--- config.mk ---
export PLATFORM = sky130hd
export DESIGN_NAME = pipe_ctrl
export DESIGN_NICKNAME = d
export VERILOG_FILES = /design/src/rtl/pipe_ctrl_pkg.sv /design/src/rtl/pipe_perf_cnt.sv /design/src/rtl/pipe_ctrl.sv
export SDC_FILE = /design/constraint.sdc
export NUM_CORES = 1
export LEC_CHECK = 0
export BUFFER_PORTS_ARGS = -buffer_cell sky130_fd_sc_hd__clkbuf_2
export CAP_MARGIN = 10
export CORE_MARGIN = 5
export CORE_UTILIZATION = 54
export DETAILED_ROUTE_END_ITERATION = 10
export PLACE_DENSITY = 0.9
export RECOVER_POWER = 50
export SYNTH_ARGS = -nofsm -noshare
export SYNTH_HDL_FRONTEND = slang
export SYNTH_SLANG_ARGS = --single-unit
--- constraint.sdc ---
create_clock -name clk -period 3.5 [get_ports clk]
set_input_delay 0.175 -clock clk [delete_from_list [all_inputs] [get_ports clk]]
set_output_delay 0.175 -clock clk [all_outputs]
set_load 0.01 [all_outputs]
--- src/rtl/pipe_ctrl_pkg.sv ---
// Shared types and constants for the pipeline sequencer.
// Stage bit map: 0 PC, 1 IF/ID, 2 ID/EX, 3 EX/MEM, 4 MEM/WB.
package pipe_ctrl_pkg;

  typedef enum logic [1:0] {
    RUN        = 2'd0,
    REDIR_WAIT = 2'd1,
    TRAP_DRAIN = 2'd2
  } state_e;

  typedef logic [4:0] HoldEnable;

  localparam int unsigned PC_BIT    = 0;
  localparam int unsigned IFID_BIT  = 1;
  localparam int unsigned IDEX_BIT  = 2;
  localparam int unsigned EXMEM_BIT = 3;
  localparam int unsigned MEMWB_BIT = 4;

  localparam HoldEnable HOLD_NONE = 5'b00000;
  localparam HoldEnable HOLD_IF   = 5'b00001 << PC_BIT;
  localparam HoldEnable HOLD_ID   = HOLD_IF | (5'b00001 << IFID_BIT);
  localparam HoldEnable HOLD_EX   = HOLD_ID | (5'b00001 << IDEX_BIT);
  localparam HoldEnable HOLD_MEM  = HOLD_EX | (5'b00001 << EXMEM_BIT);

  localparam logic [4:0] BUBBLE_IF  = 5'b00001 << IFID_BIT;
  localparam logic [4:0] BUBBLE_ID  = 5'b00001 << IDEX_BIT;
  localparam logic [4:0] BUBBLE_EX  = 5'b00001 << EXMEM_BIT;
  localparam logic [4:0] BUBBLE_MEM = 5'b00001 << MEMWB_BIT;

  localparam logic [4:0] BUBBLE_FLUSH_FE  = 5'b00110;
  localparam logic [4:0] BUBBLE_FLUSH_ALL = 5'b01110;

  typedef struct packed {
    HoldEnable  hold;
    logic [4:0] bubble;
  } stall_t;

  // Deepest requesting stage wins: it freezes itself and everything upstream.
  function automatic stall_t stall_pat(
    input logic if_s,
    input logic id_s,
    input logic ex_s,
    input logic mem_s
  );
    stall_t p;
    p = '{hold: HOLD_NONE, bubble: 5'b00000};
    priority case (1'b1)
      mem_s:   p = '{hold: HOLD_MEM, bubble: BUBBLE_MEM};
      ex_s:    p = '{hold: HOLD_EX,  bubble: BUBBLE_EX};
      id_s:    p = '{hold: HOLD_ID,  bubble: BUBBLE_ID};
      if_s:    p = '{hold: HOLD_IF,  bubble: BUBBLE_IF};
      default: p = '{hold: HOLD_NONE, bubble: 5'b00000};
    endcase
    return p;
  endfunction

endpackage

--- src/rtl/pipe_perf_cnt.sv ---
// Mispredict and stall-cycle counters for the sequencer.
// Both wrap silently at 2^CNT_W.
module pipe_perf_cnt #(
  parameter int unsigned CNT_W = 32
) (
  input  logic             clk,
  input  logic             rstn,
  input  logic             mis_i,
  input  logic             stall_i,
  output logic [CNT_W-1:0] mispred_cnt_o,
  output logic [CNT_W-1:0] stall_cnt_o
);

  // Count one per flagged cycle; reset clears both.
  always_ff @(posedge clk) begin
    if (rstn) begin
      mispred_cnt_o <= '0;
      stall_cnt_o   <= '0;
    end else begin
      if (mis_i)   mispred_cnt_o <= mispred_cnt_o + CNT_W'(1);
      if (stall_i) stall_cnt_o   <= stall_cnt_o + CNT_W'(1);
    end
  end

endmodule

--- src/rtl/pipe_ctrl.sv ---
// Pipeline sequencer: stalls, mispredict redirects, trap/mret redirects.
// A redirect is held until the fetch bus accepts it.
module pipe_ctrl
  import pipe_ctrl_pkg::*;
#(
  parameter int unsigned       ADDR_W = 32,
  parameter int unsigned       CNT_W  = 32,
  parameter logic [ADDR_W-1:0] RST_PC = '0
) (
  input  logic              clk,
  input  logic              rstn,
  input  logic              if_stall_req_i,
  input  logic              id_stall_req_i,
  input  logic              ex_stall_req_i,
  input  logic              mem_stall_req_i,
  input  logic              if_ready_i,
  input  logic              ex_valid_i,
  input  logic [ADDR_W-1:0] ex_pc_i,
  input  logic              ex_jump_en_i,
  input  logic [ADDR_W-1:0] ex_jump_addr_i,
  input  logic              ex_prd_taken_i,
  input  logic [ADDR_W-1:0] ex_prd_addr_i,
  input  logic              trap_req_i,
  input  logic [ADDR_W-1:0] trap_vec_i,
  input  logic              mret_req_i,
  input  logic [ADDR_W-1:0] mepc_i,
  output logic [4:0]        hold_en_o,
  output logic [4:0]        bubble_o,
  output logic              flush_o,
  output logic [ADDR_W-1:0] new_pc_o,
  output logic              prd_fail,
  output logic [CNT_W-1:0]  mispred_cnt_o,
  output logic [CNT_W-1:0]  stall_cnt_o
);

  state_e            state_q, state_d;
  logic [ADDR_W-1:0] tgt_q, tgt_d;
  logic              full_q, full_d;

  logic              mis;
  logic              ex_busy;
  logic              xret;
  logic [ADDR_W-1:0] mis_tgt;
  logic [ADDR_W-1:0] xret_tgt;
  stall_t            sp;

  assign mis = ex_valid_i &
               ((ex_jump_en_i != ex_prd_taken_i) |
                (ex_jump_en_i & ex_prd_taken_i &
                 (ex_jump_addr_i != ex_prd_addr_i)));

  assign mis_tgt  = ex_jump_en_i ? ex_jump_addr_i
                                 : ex_pc_i + ADDR_W'(4);
  assign ex_busy  = mem_stall_req_i | ex_stall_req_i;
  assign xret     = trap_req_i | mret_req_i;
  assign xret_tgt = trap_req_i ? trap_vec_i : mepc_i;
  assign sp       = stall_pat(if_stall_req_i, id_stall_req_i,
                              ex_stall_req_i, mem_stall_req_i);

  // Next state, latched target and all per-cycle control outputs.
  always_comb begin
    state_d   = state_q;
    tgt_d     = tgt_q;
    full_d    = full_q;
    hold_en_o = HOLD_NONE;
    bubble_o  = 5'b00000;
    flush_o   = 1'b0;
    new_pc_o  = tgt_q;
    prd_fail  = 1'b0;
    if (rstn) begin
      state_d  = RUN;
      tgt_d    = RST_PC;
      full_d   = 1'b0;
      new_pc_o = RST_PC;
    end else begin
      unique case (state_q)
        RUN: begin
          if (xret) begin
            tgt_d  = xret_tgt;
            full_d = 1'b1;
            if (mem_stall_req_i) begin
              hold_en_o = HOLD_MEM;
              bubble_o  = BUBBLE_MEM;
              state_d   = TRAP_DRAIN;
            end else begin
              flush_o  = 1'b1;
              new_pc_o = xret_tgt;
              bubble_o = BUBBLE_FLUSH_ALL;
              if (!if_ready_i) state_d = REDIR_WAIT;
            end
          end else if (mis && !ex_busy) begin
            tgt_d    = mis_tgt;
            full_d   = 1'b0;
            prd_fail = 1'b1;
            flush_o  = 1'b1;
            new_pc_o = mis_tgt;
            bubble_o = BUBBLE_FLUSH_FE;
            if (!if_ready_i) state_d = REDIR_WAIT;
          end else begin
            hold_en_o = sp.hold;
            bubble_o  = sp.bubble;
          end
        end
        REDIR_WAIT: begin
          flush_o  = 1'b1;
          bubble_o = full_q ? BUBBLE_FLUSH_ALL : BUBBLE_FLUSH_FE;
          if (if_ready_i) state_d = RUN;
        end
        TRAP_DRAIN: begin
          if (mem_stall_req_i) begin
            hold_en_o = HOLD_MEM;
            bubble_o  = BUBBLE_MEM;
          end else begin
            flush_o  = 1'b1;
            bubble_o = BUBBLE_FLUSH_ALL;
            state_d  = if_ready_i ? RUN : REDIR_WAIT;
          end
        end
        default: state_d = RUN;
      endcase
    end
  end

  // Sequencer state and pending redirect registers.
  always_ff @(posedge clk) begin
    if (rstn) begin
      state_q <= RUN;
      tgt_q   <= RST_PC;
      full_q  <= 1'b0;
    end else begin
      state_q <= state_d;
      tgt_q   <= tgt_d;
      full_q  <= full_d;
    end
  end

  pipe_perf_cnt #(
    .CNT_W (CNT_W)
  ) u_perf (
    .clk           (clk),
    .rstn          (rstn),
    .mis_i         (prd_fail),
    .stall_i       (|hold_en_o),
    .mispred_cnt_o (mispred_cnt_o),
    .stall_cnt_o   (stall_cnt_o)
  );

endmodule

==> results.cfg, run 1 <==
[sta]
report.final.slew_viol_count = 0
worst_pin_slew_ns = 0.9033
setup_tns_ns = 0
setup_viol = 0
fin_skew_ns = 0.006824
min_period_ns = 3.225
fmax_mhz = 310.0
fin_crit_sh_pct = 92.16
max-slew-margin-rel_pct = 39.78
finalHoldViolations = 0
holdWs_ns = 0.1045
rsz0062_at_grt = false

[synth]
synth_ff_type = dfxtp_1
synth_edf_count = 0
synth-seq-cells = 99
ys_warn_count = 0
syn_area_um2 = 7258
avgSynthCellArea_um2 = 7.483
seq_area_frac_synth_pct = 27.31
syn_inst = 970
async_flop_share_pct = 0
synth_cell_types = 75

[clock_network]
cts_root_buf = clkbuf_16
cts_max_path_buffers = 2
cts_tree = yes
insertion_delay_ns = 0.36
h-tree-depth = 3
clk_pin_slew_worst_paths_ns = 0.06
cts_made_buffers = 9
ctsResizeCount = 0
cts.sinks = 99

[power]
p_seq_share_pct = 41.8
pwr-share-comb_pct = 24.6
swShare_pct = 32.05
power.density_nw_per_um2 = 323.9
p_switching_mw = 0.9279
ir_worst_vdd_uv = 288.7
p_clk_share_pct = 33.7
leakagePower_nw = 3.433
internal_power_mw = 1.968

[worst_setup_path]
endpoint_kind = primary output
crit_type = input port to primary output
worstPathCellList = clkbuf_2, xor2_1, nor4_1, and4_1, a21oi_1, o21ai_0, clkbuf_1, o22ai_1, a221oi_1, clkbuf_2
critPathMostFrequentCell = clkbuf_2
required_ns = 3.32
path_delay_family = compound AO/OA/AOI/OAI gates
crit_path_top_delay_cell = clkbuf_1
cp_max_fo = 14
rrSetupSlack_ns = 0.64
cp-start-kind = input port
crit_arrival_ns = 3.05
crit_path_max_incr_delay_ns = 0.57
crit_buf_inv = 3

[global_route]
grt.overflow.total = 0
grt_usage_pct = 32.75
grt_pass1_wl_mm = 42.50
grt_max_degree = 70
grt_pass1_vias = 8084
antenna_found_initial = 1

[layout]
post_route_cells_drive_above_1_share_pct = 21.92
layout_common_cells = clkbuf_2 (207), a21oi_1 (102), dfxtp_1 (99), nor2_1 (81), o21ai_0 (79)
final_common_cell = clkbuf_2
synthToLayoutAreaGrowth_pct = 23.15
final_cells = 1395
final_cell_area_um2 = 8939
num-fill-cells = 1216
fin_nets = 1389

[floorplanning]
die_x_um = 125.9
fp.dieArea_um2 = 15860
core-area_um2 = 13190
start_util_pct = 55.03
die-height_um = 125.9
fp-row-count = 42
io_pins = 280

[detailed_routing]
via_per_inst = 6.395
drtIter0Drc = 1025
ant_nets = 0
drc = 0
drtPass1Iterations = 6
routed_wirelength_mm = 27.72
routed-via-count = 8921
wl_per_cell_um = 19.87

[place]
dp_cells = 1377
place_area_um2 = 8757
gp_congestion = 0.9627
dpl.hpwl_mm = 21.10
placement.io_buffers = 277

[status]
status = finished clean

[hold_path]
hp-class = input port to flip-flop

[flow_run]
drv_cap = 0
==> repair_timing <==
item | in CTS | in global routing
hold buffers | 1 | 0
buffers inserted | 0 | 0
setup endpoints to repair | 0 | 0
hold endpoints to repair | 1 | 0
==> registers in the layout (all words and copies together) (netlist names) <==
register,cells
u_perf.stall_cnt_o,32
tgt_q,32
u_perf.mispred_cnt_o,32
full_q,1
state_q,2
==> stage by stage <==
stage	total power [mW]	setup WS, ns	utilization [%]
3_5_place_dp	1.928	0.5977	66.39
6_report	2.896	0.2746	67.77
4_1_cts	2.883	0.4515	68.60
2_1_floorplan	1.622	1.226	-
5_1_grt	3.001	0.1651	67.77
3_3_place_gp	1.916	0.6987	66.39
==> routing by layer <==
metal  wire [um]  part of all wire [%]  track usage [%]  vias to the layer above
met5           0                     0                0                        -
met3        2615                   9.4            7.875                       70
met1       11350                    41            43.73                     4132
met4         788                   2.8            8.770                        0
li1            -                     -                -                     4166
met2       12970                    47            53.24                      553
==> kinds of logic after synthesis <==
family / Yosys count / synth area share, %
compound gates: 339 / 30.10
xor+xnor: 67 / 8.085
fa+ha+maj: 4 / 0.6896
buf+inv: 86 / 4.827
flops: 99 / 27.31
mux: 22 / 3.206
other cells: 1 / 0.05167
simple gates: 352 / 25.74
==> power by group through the flow <==
stage               sequential [mW]  combinational, mW  clock (mW)
floorplan                      1.22              0.401           0
global placement               1.23              0.685           0
detailed placement             1.23              0.696           0
CTS                            1.21              0.700       0.976
global route                   1.21              0.766        1.02
finish                         1.21              0.712       0.975
==> cells in the mapped netlist, types with 7 or more instances <==
| cell type | number | area [um2] |
|---|---|---|
| xnor2_1 | 23 | 201.4 |
| clkbuf_1 | 56 | 210.2 |
| nand3_1 | 39 | 195.2 |
| xor2_1 | 44 | 385.4 |
| o21ai_0 | 77 | 385.4 |
| and4_1 | 10 | 87.58 |
| o221ai_1 | 11 | 96.34 |
| buf_2 | 7 | 35.03 |
| nand4_1 | 19 | 118.9 |
| or4_1 | 19 | 142.6 |
| nor2_1 | 82 | 307.8 |
| nor4_1 | 17 | 106.4 |
| nor3_1 | 14 | 70.07 |
| a2111oi_0 | 8 | 70.07 |
| o31ai_1 | 25 | 187.7 |
| and3_1 | 17 | 106.4 |
| dfxtp_1 | 99 | 1982 |
| o22ai_1 | 19 | 118.9 |
| o22a_1 | 15 | 131.4 |
| o211ai_1 | 12 | 90.09 |
| mux2i_1 | 12 | 120.1 |
| inv_1 | 16 | 60.06 |
| mux2_2 | 10 | 112.6 |
| nand2_1 | 73 | 274.0 |
| or3_1 | 21 | 131.4 |
| a21oi_1 | 101 | 505.5 |
| nor2b_1 | 9 | 56.30 |
==> layout make-up <==
cell class / instances / area [um2] / share of cell area, %
sequential: 99 / 1982 / 22.17
timing repair buffer: 300 / 1455 / 16.28
clock inverter: 3 / 21.27 / 0.2380
clock buffer: 13 / 260.3 / 2.912
tap: 176 / 220.2 / 2.464
multi-input combinational: 786 / 4933 / 55.19
inverter: 17 / 63.81 / 0.7139
antenna: 1 / 2.502 / 0.02800
==> worst min-delay path, cell delays in order <==
cell and delay, ns:
clkbuf_2 0.08, nand2_1 0.07, a31oi_1 0.08
==> worst paths after layout <==
path	startpoint	end	cells after the start
hold reg to reg	tgt_q[18]$_SDFFE_PP0P_	tgt_q[18]$_SDFFE_PP0P_	2
hold / removal	trap_vec_i[10]	tgt_q[10]$_SDFFE_PP0P_	3
setup reg to reg	state_q[0]$_SDFFE_PP0P_	u_perf.stall_cnt_o[8]$_SDFFE_PP0P_	6
setup / recovery	ex_prd_addr_i[29]	new_pc_o[17]	10
Power figures use the tool's default switching activity.
==> run 2: changes to the inputs <==
--- a/config.mk
+++ b/config.mk
@@ -8,9 +8,9 @@
 export BUFFER_PORTS_ARGS = -buffer_cell sky130_fd_sc_hd__clkbuf_2
 export CAP_MARGIN = 10
 export CORE_MARGIN = 5
-export CORE_UTILIZATION = 54
+export CORE_UTILIZATION = 50
 export DETAILED_ROUTE_END_ITERATION = 10
-export PLACE_DENSITY = 0.9
+export PLACE_DENSITY = 0.82
 export RECOVER_POWER = 50
 export SYNTH_ARGS = -nofsm -noshare
 export SYNTH_HDL_FRONTEND = slang
==> constraint.sdc (replaced) <==
create_clock -name clk -period 3.06 [get_ports clk]
set_input_delay 0.153 -clock clk [delete_from_list [all_inputs] [get_ports clk]]
set_output_delay 0.153 -clock clk [all_outputs]
set_load 0.01 [all_outputs]
==> results.cfg, run 2 (same netlist as run 1, synthesis figures left out) <==
[clock_network]
cts.sinks = 99
cts_max_path_buffers = 2
h-tree-depth = 3
cts_tree = yes
postCtsSetupRepairBufs = 0
clk_pin_slew_worst_paths_ns = 0.07
cts_made_buffers = 9
insertion_delay_ns = 0.34
cts_root_buf = clkbuf_16

[place]
dp_cells = 1397
placement.io_buffers = 277
pre_cts_ws_ns = 0.2527
dpl.hpwl_mm = 21.23
gp_congestion = 0.9565

[global_route]
grt_pass1_wl_mm = 41.60
grt_max_degree = 55
antenna_found_initial = 0
grt_pass1_vias = 8035
grt_usage_pct = 30.42
grt.overflow.total = 0

[worst_setup_path]
endpoint = new_pc_o[15]
worstPathCellList = clkbuf_2, xor2_1, nor4_1, and4_1, a21oi_2, o21ai_1, buf_4, nor2_1, o31ai_1, clkbuf_2
rrSetupSlack_ns = 0.49
cp-start-kind = input port
r2r_start = state_q[1]$_SDFFE_PP0P_
required_ns = 2.91
cp_max_fo = 9
worst-path-stages = 10
r2r-end = u_perf.stall_cnt_o[20]$_SDFFE_PP0P_
crit_path_start = ex_prd_addr_i[29]
r2r_cells = 7
crit_arrival_ns = 2.76
crit_buf_inv = 3
crit_path_top_delay_cell = nor4_1
critPathMostFrequentCell = clkbuf_2
endpoint_kind = primary output
path_delay_family = simple AND/OR/NAND/NOR gates
crit_path_max_incr_delay_ns = 0.49
crit_type = input port to primary output

[sta]
finalHoldViolations = 0
report.final.slew_viol_count = 0
fin_skew_ns = 0.006345
min_period_ns = 2.916
fin_crit_sh_pct = 95.28
rsz0062_at_grt = false
max-slew-margin-rel_pct = 28.14
fin_ws_ns = 0.1444
setup_tns_ns = 0
fmax_mhz = 343.0
worst_pin_slew_ns = 1.071
setup_viol = 0
holdWs_ns = 0.1022

[layout]
post_route_cells_drive_above_1_share_pct = 23.17
layout_common_cells = clkbuf_2 (212), a21oi_1 (101), dfxtp_1 (99), nor2_1 (81), o21ai_0 (77)
fin_nets = 1401
ff_latch_area_um2 = 1982
fin_util_pct = 62.86
multi_input_area_um2 = 4933
final_common_cell = clkbuf_2
reg.largest.list = tgt_q: 32 flops, u_perf.mispred_cnt_o: 32 flops, u_perf.stall_cnt_o: 32 flops
n_antenna_cell = 0
num-fill-cells = 1365
final_cells = 1414
synthToLayoutAreaGrowth_pct = 24.44

[detailed_routing]
drc = 0
ant_nets = 0
wl_per_cell_um = 19.29
routed_wirelength_mm = 27.28
routed-via-count = 8825
drtPass1Iterations = 6
drtIter0Drc = 781
via_per_inst = 6.241

[floorplanning]
core-area_um2 = 14370
fp.dieArea_um2 = 17030
io_pins = 280
start_util_pct = 50.51
fp-row-count = 44
die_x_um = 130.5
die-height_um = 130.5

[power]
p_switching_mw = 1.055
pwr-share-comb_pct = 25.4
leakagePower_nw = 3.499
p_seq_share_pct = 41.7
p_clk_share_pct = 32.9
swShare_pct = 32.03
power.density_nw_per_um2 = 364.6
internal_power_mw = 2.238
ir_worst_vdd_uv = 288.9

[hold_path]
hp-class = input port to flip-flop
hold_depth = 3

[status]
status = finished clean

[flow_run]
drv_cap = 0
-- run 2: cell types whose count changed in the layout (fill, tap and decap cells not counted), moves of 2 or more --
cell | before | now
buf_4 | 17 | 27
clkbuf_1 | 77 | 72
clkbuf_2 | 207 | 212
clkinv_2 | 1 | 3
o21ai_0 | 79 | 77
o21ai_1 | 4 | 6
-- run 2: metal layers --
layer	routed length, um	share of wire (%)	vias up	GRT usage [%]
met4	732	2.7	0	8.590
met3	2185	8.0	52	4.756
met5	0	0	-	0
met2	12760	47	461	48.96
met1	11600	43	4125	42.40
li1	-	-	4187	-
-- run 2: how the worst min path moves through the flow --
stage                              start                       to  slack [ns]
after detailed placement      if_ready_i  state_q[0]$_SDFFE_PP0P_        0.32
after floorplan               if_ready_i  state_q[0]$_SDFFE_PP0P_        0.23
final                     trap_vec_i[10]   tgt_q[10]$_SDFFE_PP0P_        0.10
after global routing      trap_vec_i[10]   tgt_q[10]$_SDFFE_PP0P_        0.11
after global placement        if_ready_i  state_q[0]$_SDFFE_PP0P_        0.31
after CTS                 trap_vec_i[10]   tgt_q[10]$_SDFFE_PP0P_        0.09
-- run 2: timing repair --
action                    in CTS  in global routing
resized for setup              0                  0
hold buffers                   1                  0
hold endpoints to repair       1                  0
-- run 2: worst register-to-register path: cells and delay by family, from the launching register on --
family | cells | cell delay, ns
compound gates | 3 | 0.77
buf+inv | 1 | 0.37
flops | 1 | 0.32
simple gates | 3 | 1.01
-- run 2: metrics by stage --
stage	power, mW	cell area [um2]
6_report	3.293	9032
5_1_grt	3.429	9032
4_1_cts	3.292	9146
2_1_floorplan	1.855	7262
3_5_place_dp	2.223	8857
3_3_place_gp	2.210	8857
-- run 2: power by group through the flow --
stage                     Sequential (mW)  Combinational [mW]  Clock (mW)
after floorplan                      1.40               0.459           0
after global placement               1.40               0.808           0
after detailed placement             1.40               0.821           0
after CTS                            1.37               0.826        1.09
after global routing                 1.38               0.906        1.14
final                                1.37               0.836        1.08
-- run 2: area by class of cell --
class	instances	area share, %
Timing Repair Buffer	312	17.09
Multi-Input combinational cell	786	54.62
Tap cell	184	2.549
Inverter	17	0.7065
Sequential cell	99	21.94
Clock inverter	6	0.4433
Clock buffer	10	2.646
==> run 3: changes to the inputs <==
--- a/config.mk
+++ b/config.mk
@@ -5,13 +5,15 @@
 export SDC_FILE = /design/constraint.sdc
 export NUM_CORES = 1
 export LEC_CHECK = 0
+export ABC_AREA = 1
 export BUFFER_PORTS_ARGS = -buffer_cell sky130_fd_sc_hd__clkbuf_2
 export CAP_MARGIN = 10
 export CORE_MARGIN = 5
-export CORE_UTILIZATION = 50
+export CORE_UTILIZATION = 52
 export DETAILED_ROUTE_END_ITERATION = 10
 export PLACE_DENSITY = 0.82
 export RECOVER_POWER = 50
+export SKIP_CTS_REPAIR_TIMING = 1
 export SYNTH_ARGS = -nofsm -noshare
 export SYNTH_HDL_FRONTEND = slang
 export SYNTH_SLANG_ARGS = --single-unit
==> results.cfg, run 3 <==
[status]
status = finished clean

[place]
place_area_um2 = 9952
dpl.hpwl_mm = 23.19
gp_congestion = 0.9619
placement.io_buffers = 277

[synth]
avgSynthCellArea_um2 = 6.094
synth_ff_type = dfxtp_1
synth_cell_types = 44
synthTopCellsByCount = nand2_1 (352), a21oi_1 (151), nor2_1 (144)
synth_most_common_cell = nand2_1
synth-seq-cells = 99
yosys.area.top_type_share_pct = 23.45
ys_warn_count = 0
yosys.area.top_type = dfxtp_1
seq_area_frac_synth_pct = 23.45
syn_area_um2 = 8452
yosys-top-cells-area = dfxtp_1 (23%), nand2_1 (16%), a21oi_1 (8.9%)
syn_inst = 1387
async_flop_share_pct = 0
synth_edf_count = 0

[global_route]
grt_pass1_vias = 9580
grt_usage_pct = 30.77
grt_max_degree = 57
grt_pass1_wl_mm = 46.84
grt.overflow.total = 0
antenna_found_initial = 1

[detailed_routing]
routed-via-count = 10251
drc = 0
via_per_inst = 5.535
drtPass1Iterations = 5
wl_per_cell_um = 15.99
routed_wirelength_mm = 29.62
drtIter0Drc = 870
ant_nets = 0

[sta]
setup_viol = 0
rsz0062_at_grt = false
worst_pin_slew_ns = 0.9810
finalHoldViolations = 0
max-slew-margin-rel_pct = 34.44
report.final.slew_viol_count = 0
fin_crit_sh_pct = 85.38
min_period_ns = 2.613
setup_tns_ns = 0
fin_skew_ns = 0.01234
fmax_mhz = 382.7

[layout]
num-fill-cells = 1594
multi_input_area_um2 = 5558
final_common_cell = nand2_1
layout_common_cells = nand2_1 (354), clkbuf_2 (209), a21oi_1 (151), nor2_1 (146), inv_1 (135)
reg.largest.list = tgt_q: 32 flops, u_perf.mispred_cnt_o: 32 flops, u_perf.stall_cnt_o: 32 flops
fin_nets = 1808
synthToLayoutAreaGrowth_pct = 19.38
final_cell_area_um2 = 10090
ff_latch_area_um2 = 1982
post_route_cells_drive_above_1_share_pct = 17.74

[floorplanning]
die_x_um = 137.5
fp.dieArea_um2 = 18900
fp-row-count = 46
start_util_pct = 53.01
core-area_um2 = 15940
die-height_um = 137.5
io_pins = 280

[worst_setup_path]
crit_type = flip-flop to flip-flop
endpoint_kind = flip-flop
crit_path_max_incr_delay_ns = 0.88
cp_max_fo = 20
cp-start-kind = flip-flop
crit_path_top_delay_cell = nor3_1
worstPathCellList = nor2_1, inv_1, nor3_1, nand2_2, nand2_1, a21oi_1
crit_arrival_ns = 2.82
required_ns = 3.27

[clock_network]
cts_root_buf = clkbuf_16
cts_max_path_buffers = 2
clk_pin_slew_worst_paths_ns = 0.07
insertion_delay_ns = 0.35
cts.sinks = 99
h-tree-depth = 3
cts_tree = yes
cts_made_buffers = 9

[power]
ir_worst_vdd_uv = 297.1
power_mw = 3.422
leakagePower_nw = 4.385
power.density_nw_per_um2 = 339.1

[hold_path]
hp-class = input port to flip-flop

[flow_run]
drv_cap = 0
-- run 3: final timing paths --
path | from | to | slack (ns) | depth (start not counted)
max | state_q[0]$_SDFFE_PP0P_ | u_perf.mispred_cnt_o[30]$_SDFFE_PP0P_ | 0.45 | 6
min reg2reg | tgt_q[21]$_SDFFE_PP0P_ | tgt_q[21]$_SDFFE_PP0P_ | 0.49 | 2
max reg2reg | state_q[0]$_SDFFE_PP0P_ | u_perf.mispred_cnt_o[30]$_SDFFE_PP0P_ | 0.45 | 6
min | if_ready_i | state_q[0]$_SDFFE_PP0P_ | 0.20 | 4
-- run 3: worst max-delay path, delay by kind of cell, from the launching register on --
| family | cells | cell delay, ns |
|---|---|---|
| simple gates | 4 | 1.65 |
| compound gates | 1 | 0.08 |
| flops | 1 | 0.39 |
| buf+inv | 1 | 0.35 |
-- run 3: cells by family (layout without fill, tap and decap cells) --
logic type / Yosys count / count (layout) / synth area share, %
and+or+nand+nor: 712 / 712 / 37.68
AOI/OAI and AO/OA: 280 / 280 / 19.72
buffers and inverters: 212 / 459 / 10.33
DFF: 99 / 99 / 23.45
xor gates and xnor gates: 79 / 79 / 8.186
adders and majority gates: 4 / 4 / 0.5922
other: 1 / 3 / 0.04437
-- run 3: layer usage --
metal / track usage (%) / wire length [um] / up-vias / share of wire [%]
li1: - / - / 5120 / -
met1: 41.57 / 13050 / 4618 / 44
met2: 50.49 / 13460 / 458 / 45
met3: 4.785 / 2320 / 55 / 7.8
met4: 9.424 / 789 / 0 / 2.7
met5: 0 / 0 / - / 0
-- run 3: metrics by stage --
step,hold WS [ns],setup WS [ns],std cells,utilization [%]
floorplan,0.4245,1.240,1388,-
global route,0.2224,0.2221,1852,63.29
finish,0.2005,0.4473,1852,63.29
CTS,0.1936,0.6224,1851,64.10
detailed placement,0.4811,0.6272,1837,62.42
global placement,0.4783,0.6700,1837,62.42
-- run 3: layout make-up --
cell class              instances  share of cell area (%)
repair buffers                297                   14.42
well taps                     216                   2.679
diodes                          1                 0.02480
clock buffers                  10                   2.369
multi-input cells            1077                   55.08
inverters                     148                   5.506
flip-flops and latches         99                   19.64
clock inverters                 4                  0.2728
-- run 3: where the power goes --
group | internal (mW) | switching [mW] | total [mW]
logic | 0.364 | 0.585 | 0.950
clock network | 0.567 | 0.510 | 1.08
registers | 1.34 | 0.0521 | 1.40
